--- src/rtl/ccff_stream_loader.sv ---
// rtl/ccff_stream_loader.sv - configuration-chain load/readback controller
//
// Purpose: serialises bitstream words into a CHAIN_LEN-bit ccff chain (LSB first)
// and reads the chain back non-destructively by rotating tail into head.
// Ports:
//   prog_clk, pReset                 clock, synchronous active-high reset
//   start_load, start_read           operation requests, sampled in IDLE only
//   in_data/in_valid/in_last/in_ready    load word stream
//   out_data/out_valid/out_last/out_ready readback word stream
//   ccff_head, ccff_tail, ccff_shift_en  chain serial interface
//   busy, done, error                status
module ccff_stream_loader #(
  parameter int WORD_W    = 8,
  parameter int CHAIN_LEN = 64
) (
  input  logic              prog_clk,
  input  logic              pReset,
  input  logic              start_load,
  input  logic              start_read,
  input  logic [WORD_W-1:0] in_data,
  input  logic              in_valid,
  input  logic              in_last,
  output logic              in_ready,
  output logic [WORD_W-1:0] out_data,
  output logic              out_valid,
  output logic              out_last,
  input  logic              out_ready,
  output logic              ccff_head,
  input  logic              ccff_tail,
  output logic              ccff_shift_en,
  output logic              busy,
  output logic              done,
  output logic              error
);

  localparam int CW = $clog2(CHAIN_LEN + 1);
  localparam int BW = (WORD_W > 1) ? $clog2(WORD_W) : 1;

  localparam logic [CW-1:0] LAST_CNT = CW'(CHAIN_LEN - 1);
  localparam logic [CW-1:0] FULL_CNT = CW'(CHAIN_LEN);
  localparam logic [BW-1:0] LAST_BIT = BW'(WORD_W - 1);

  typedef enum logic [2:0] {
    S_IDLE,
    S_LWAIT,
    S_LSHIFT,
    S_RSHIFT,
    S_ROUT,
    S_DONE,
    S_ERR
  } state_t;

  state_t            state_q, state_d;
  logic [CW-1:0]     cnt_q, cnt_d;      // chain bits shifted so far
  logic [BW-1:0]     bit_q, bit_d;      // bit position within current word
  logic [WORD_W-1:0] word_q, word_d;    // captured load word
  logic              last_q, last_d;    // captured in_last
  logic [WORD_W-1:0] rdata_q, rdata_d;  // readback word assembly
  logic              err_q, err_d;

  // A word segment ends at the word boundary or when the chain is full,
  // whichever comes first; excess bits of a final word are never shifted.
  logic seg_end;
  assign seg_end = (bit_q == LAST_BIT) || (cnt_q == LAST_CNT);

  always_ff @(posedge prog_clk) begin
    if (pReset) begin
      state_q <= S_IDLE;
      cnt_q   <= '0;
      bit_q   <= '0;
      word_q  <= '0;
      last_q  <= 1'b0;
      rdata_q <= '0;
      err_q   <= 1'b0;
    end else begin
      state_q <= state_d;
      cnt_q   <= cnt_d;
      bit_q   <= bit_d;
      word_q  <= word_d;
      last_q  <= last_d;
      rdata_q <= rdata_d;
      err_q   <= err_d;
    end
  end

  always_comb begin
    state_d = state_q;
    cnt_d   = cnt_q;
    bit_d   = bit_q;
    word_d  = word_q;
    last_d  = last_q;
    rdata_d = rdata_q;
    err_d   = err_q;

    case (state_q)
      S_IDLE: begin
        if (start_load) begin
          state_d = S_LWAIT;
          err_d   = 1'b0;
          cnt_d   = '0;
          bit_d   = '0;
        end else if (start_read) begin
          state_d = S_RSHIFT;
          err_d   = 1'b0;
          cnt_d   = '0;
          bit_d   = '0;
          rdata_d = '0;
        end
      end

      S_LWAIT: begin
        if (in_valid) begin
          word_d  = in_data;
          last_d  = in_last;
          state_d = S_LSHIFT;
        end
      end

      S_LSHIFT: begin
        cnt_d = cnt_q + CW'(1);
        bit_d = bit_q + BW'(1);
        if (seg_end) begin
          bit_d = '0;
          if (cnt_q == LAST_CNT) begin
            // Chain full: a missing in_last means the stream is overlong.
            state_d = last_q ? S_DONE : S_ERR;
            err_d   = ~last_q;
          end else if (last_q) begin
            state_d = S_ERR;
            err_d   = 1'b1;
          end else begin
            state_d = S_LWAIT;
          end
        end
      end

      S_RSHIFT: begin
        rdata_d[bit_q] = ccff_tail;
        cnt_d = cnt_q + CW'(1);
        bit_d = bit_q + BW'(1);
        if (seg_end) begin
          bit_d   = '0;
          state_d = S_ROUT;
        end
      end

      S_ROUT: begin
        if (out_ready) begin
          // Clear so a final partial word returns zeros in its upper bits.
          rdata_d = '0;
          state_d = (cnt_q == FULL_CNT) ? S_DONE : S_RSHIFT;
        end
      end

      S_DONE:  state_d = S_IDLE;
      S_ERR:   state_d = S_IDLE;
      default: state_d = S_IDLE;
    endcase
  end

  // Chain controls decode registered state only; during readback the head
  // is muxed straight from the tail so the chain rotates.
  assign ccff_shift_en = (state_q == S_LSHIFT) || (state_q == S_RSHIFT);
  assign ccff_head     = (state_q == S_LSHIFT) ? word_q[bit_q] :
                         (state_q == S_RSHIFT) ? ccff_tail : 1'b0;

  assign in_ready  = (state_q == S_LWAIT);
  assign out_valid = (state_q == S_ROUT);
  assign out_data  = (state_q == S_ROUT) ? rdata_q : '0;
  assign out_last  = (state_q == S_ROUT) && (cnt_q == FULL_CNT);
  assign busy      = (state_q != S_IDLE);
  assign done      = (state_q == S_DONE);
  assign error     = err_q;

endmodule

--- config.mk ---
export PLATFORM = sky130hd
export DESIGN_NAME = ccff_stream_loader
export DESIGN_NICKNAME = d
export VERILOG_FILES = /design/src/rtl/ccff_stream_loader.sv
export SDC_FILE = /design/constraint.sdc
export NUM_CORES = 1
export LEC_CHECK = 0
export CAP_MARGIN = 20
export CELL_PAD_IN_SITES_DETAIL_PLACEMENT = 1
export CELL_PAD_IN_SITES_GLOBAL_PLACEMENT = 1
export CORE_ASPECT_RATIO = 1.5
export CORE_UTILIZATION = 36
export CTS_BUF_LIST = sky130_fd_sc_hd__clkbuf_8
export DETAILED_ROUTE_END_ITERATION = 7
export PLACE_DENSITY = 0.85
export SETUP_SLACK_MARGIN = 0.2
export SLEW_MARGIN = 20
export SYNTH_ARGS = -nofsm -noshare
export SYNTH_HDL_FRONTEND = slang
export SYNTH_SLANG_ARGS = --single-unit
export TNS_END_PERCENT = 20
--- constraint.sdc ---
create_clock -name prog_clk -period 2.1 [get_ports prog_clk]
set_input_delay 0.42 -clock prog_clk [delete_from_list [all_inputs] [get_ports prog_clk]]
set_output_delay 0.42 -clock prog_clk [all_outputs]
set_load 0.1 [all_outputs]
---- Word level (Yosys, flattened, before mapping) ----
Index checks and enable logic that the tools add are counted.
Widths: inputs -> output; s select.
operators by class
  add/sub/neg operators ................... 2
  magnitude comparators ................... 2
  equality and inequality tests ........... 16
  multiplexer cells ....................... 36
  bitwise operators ....................... 1
  reduce and logical (&&, ||, !) cells .... 15
operator list
  operator             number
  $mux 3               12
  $mux 8               4
  $pmux 8 s3           1
  $pmux 3 s5           1
  $mux 7               2
  $pmux 7 s2           1
  $ne 2x2->1 const B   5
  $eq 3x3->1 const B   3
  $mux 1               9
  $bwmux 8             1
  $reduce_and 4->1     2
  $add 7x1->7 const B  1
  $eq 7x6->1 const B   1
  $eq 7x7->1 const B   1
  $eq 3x2->1 const B   2
  $ne 3x3->1 const B   2
  $pmux 3 s2           1
  $reduce_bool 3->1    2
  $reduce_and 5->1     1
  $lt 3x4->1 const B   1
  $reduce_and 2->1     2
  $reduce_bool 2->1    2
  $add 3x1->3 const B  1
  $bmux 1 s3           1
  11 further kinds     13
storage, ports and cells
  flip-flop bits (word level) ............. 31
  input port bits ......................... 16
  output and inout bits ................... 16
  word-level logic and storage cells ...... 79

---- Logic depth before layout (Yosys ltp) ----
  depth after elaboration ................. 6
  gate-level depth with buffers ........... 8
  depth with buffers taken out ............ 8

---- Worst setup path after synthesis ----
No wires, ideal clock.
  path type ............................... reg-to-output
  start point ............................. register state_q[2]
  end point ............................... output out_data[0]
  arrival ................................. 2.783 ns
  required time ........................... 1.680 ns
  path slack .............................. -1.103 ns
  stages on the path, launching flop included .. 7
  buffers on the path ..................... 2
  path through ............................ dfxtp_1 > buf_6 > inv_4 > or3_4 > inv_2 > clkbuf_1 > and2_1
on the way
  word-level cells in the longest chain between the ends .. 2
RTL lines
  item                      RTL line  source
  start: declaration        53        state_t state_q, state_d;
  start signal: assignment  76        state_q <= state_d;
  $eq 3x3->1                -
  net out_valid             25        output logic out_valid,
  $mux 8                    169       assign out_data = (state_q == S_ROUT) ? rdata_q : '0;
  end: declaration          24        output logic [WORD_W-1:0] out_data,
The timed path passes the listed nets, and every way through them passes these cells.

---- Worst setup path after layout ----
  start point ............................. register bit_q[0]
  end point ............................... output ccff_head
on the way
  word-level cells in the longest chain between the ends .. 3
RTL lines
  item                          RTL line  source
  start: declaration            55        logic [BW-1:0] bit_q, bit_d;
  start signal: assignment      78        bit_q <= bit_d;
  $bmux 1 s3                    164       assign ccff_head = (state_q == S_LSHIFT) ? word_q[bit_q] :
  $mux 1 (not written as such)  164
  $mux 1                        164
  end: declaration              28        output logic ccff_head,
Every way passes these cells. The select of a mux whose other input is x is not followed.

==> reports/results.ini <==
[final_layout]
register_area_um2=639
multi_input_area_um2=1200
final_common_cell=nand2_1
n_antenna_cell=0
nNetsFinal=304
final_area_um2=2770
drive_gt1_frac=0.333
syn2layout_area_growth_pct=53.4
nFillCells=567
layout_common_cells=nand2_1, buf_4, a21oi_1, dfxtp_1

[cts]
cts_buffers=5
cts_max_path_buffers=2
htreeDepth=2
cts_hold_buf=0
clk_root_buffer_cell=clkbuf_8
cts_tree=built
clk_pin_slew_ps=70
clkLatencyLatePin_ps=290
cts.sinks=31

[floorplan]
rows=31
dieWidth_um=59.8
core_region_area_um2=4810
initial_core_util=0.375
die_y_um=88.7
die_area_um2=5300
ios=32

[power]
p_leak_nw=1.02
p_per_area_nw_per_um2=980
ir_drop_uv=690
total_power_mw=2.71

[synth]
synth_cell_type_count=49
synth_seq_cells=31
seq_area_frac_synth=0.344
synth_edf_count=0
syn_area_um2=1800
syn_inst=232
yosysWarnings=0
async_reset_ff_frac=0
ys.flop_type=dfxtp_1
syn_nets=255
syn_area_per_cell_um2=7.78

[sta]
hold_violations=0
period_minus_slack_ps=2270
slew_headroom=0.682
report.final.slew_viol_count=0
period_share=1.08
finalSetupViolCount=1
worst_slew_pin_slew_ps=473
fin_tns_setup_ps=-171
fin_skew_ps=12.0
whs_ps=461
fin_ws_ps=-171
rsz0062_at_grt=yes
fmax_mhz=440

[place]
placed_cell_area_um2=2450
place_congestion=0.833
port_buffers=31
dp_hpwl_um=3810

[worst_hold_path]
holdPathEnd=word_q[2]
hold_depth=2
worst_hold_path_type=flip-flop to flip-flop
min_from=word_q[2]

[critical_path]
end_kind=output port
slowest_stage=dfxtp_2
worst_path_largest_cell_delay_ps=350
critical_path_class=flip-flop to output port
crit_arrival_ps=1850
r2r-start=cnt_q[1]
r2r_end=error
crit_path_start_kind=flip-flop
crit_family=compound AO/OA/AOI/OAI gates
cp.required_ps=1680
r2r_cells=8
path_buf_inv=2
regToRegSetupSlack_ps=70
crit_path_cell_trace=mux2_4 -> a221o_1 -> a221oi_2 -> buf_4 -> nor2_4 -> buf_12
path_max_fanout=2

[detailed_routing]
drc=0
first_pass_iters=4
routed_via_density=5.71
post_drt_wl_per_cell_um=18.9
ant_nets=0
num_vias=1986
finalWirelength_um=6590
drtIter0Drc=32

[global_routing]
grt_pass1_vias=1970
grt_pass1_wl_um=9480
grt_max_degree=18
grt-ovfl-total=0
grtUsageTotal=0.240
antenna_found_initial=0

[outcome]
failed_checks=negative setup slack
status=complete, but fails checks

[job]
cap_viol_max_count=0

-- routing by layer --
metal	wire, um	track usage	vias up
li1	-	-	927
met4	192	0.112	0
met3	189	0.0468	16
met5	0	0	-
met1	2650	0.261	990
met2	3560	0.435	53
-- per-stage QoR --
step | utilization | setup WS, ps | std cells
after floorplan | - | -163 | 232
after global placement | 0.509 | 73.2 | 330
after detailed placement | 0.509 | 49.5 | 330
after CTS | 0.554 | -167 | 343
after global routing | 0.575 | -251 | 348
final | 0.575 | -171 | 348
-- cell families after synthesis --
family / Yosys count / synth area share
xor+xnor: 2 / 0.00971
mux: 3 / 0.0173
flops: 31 / 0.344
fa+ha+maj: 7 / 0.0485
buf+inv: 28 / 0.0673
simple gates: 93 / 0.257
compound gates: 68 / 0.257
-- Yosys cell counts (2+ instances only) --
cell type / n / area [um^2]
buf_2: 5 / 25.0
nor3_1: 2 / 10.0
mux2i_1: 2 / 20.0
nor2_1: 14 / 52.6
o21ai_0: 5 / 25.0
and3b_1: 3 / 26.3
o211ai_1: 3 / 22.5
inv_1: 8 / 30.0
nor2b_1: 2 / 12.5
o22ai_1: 2 / 12.5
or4_1: 3 / 22.5
o21ai_1: 2 / 10.0
a31oi_1: 2 / 12.5
xor2_1: 2 / 17.5
ha_1: 7 / 87.6
nand2_1: 39 / 146
and3_1: 4 / 25.0
a211oi_1: 3 / 22.5
nand3_1: 7 / 35.0
clkbuf_1: 11 / 41.3
a21oi_1: 23 / 115
nand3b_1: 2 / 15.0
a41oi_1: 2 / 17.5
o31ai_1: 4 / 30.0
a22oi_1: 4 / 30.0
nor4b_1: 2 / 17.5
and2_1: 8 / 50.1
dfxtp_1: 31 / 621
a311oi_1: 8 / 70.1
nand2b_1: 3 / 18.8
-- tightest hold or removal path, cell delays in order, from the launching register on --
cell	delay (ps)
dfxtp_1	310
nand2_1	50
a21oi_1	50
-- report_power, final --
group	switching, mW	internal, mW
logic	0.839	0.514
clock network	0.245	0.384
registers	0.0742	0.657
-- state kept, by name, summed over array words and instances, names as in the netlist --
| name | cells |
|---|---|
| state_q | 3 |
| last_q | 1 |
| bit_q | 3 |
| rdata_q | 8 |
| cnt_q | 7 |
| error | 1 |
| word_q | 8 |
-- timing repair --
action | CTS | global route
setup buffers | 4 | 5
cloned | 1 | 0
pin swaps | 12 | 5
gates resized for setup | 21 | 15
setup endpoints to repair | 14 | 17
-- area by class of cell --
cell class / count / share of cell area
Timing Repair Buffer: 58 / 0.243
Clock inverter: 2 / 0.0127
Clock buffer: 6 / 0.0298
Multi-Input combinational cell: 173 / 0.433
Tap cell: 66 / 0.0298
Inverter: 11 / 0.0190
Sequential cell: 31 / 0.231
Timing Repair inverter: 1 / 0.00226
-- worst max path at each step --
stage / from / to / slack (ps) / cells after the start
2_1_floorplan: state_q[1] / done / -160 / 3
3_3_place_gp: bit_q[0] / ccff_head / 70 / 7
3_5_place_dp: bit_q[0] / ccff_head / 50 / 7
4_1_cts: bit_q[0] / ccff_head / -170 / 6
5_1_grt: bit_q[0] / ccff_head / -250 / 7
6_report: bit_q[0] / ccff_head / -170 / 6
Note: power is estimated with default switching activity, not from simulation.
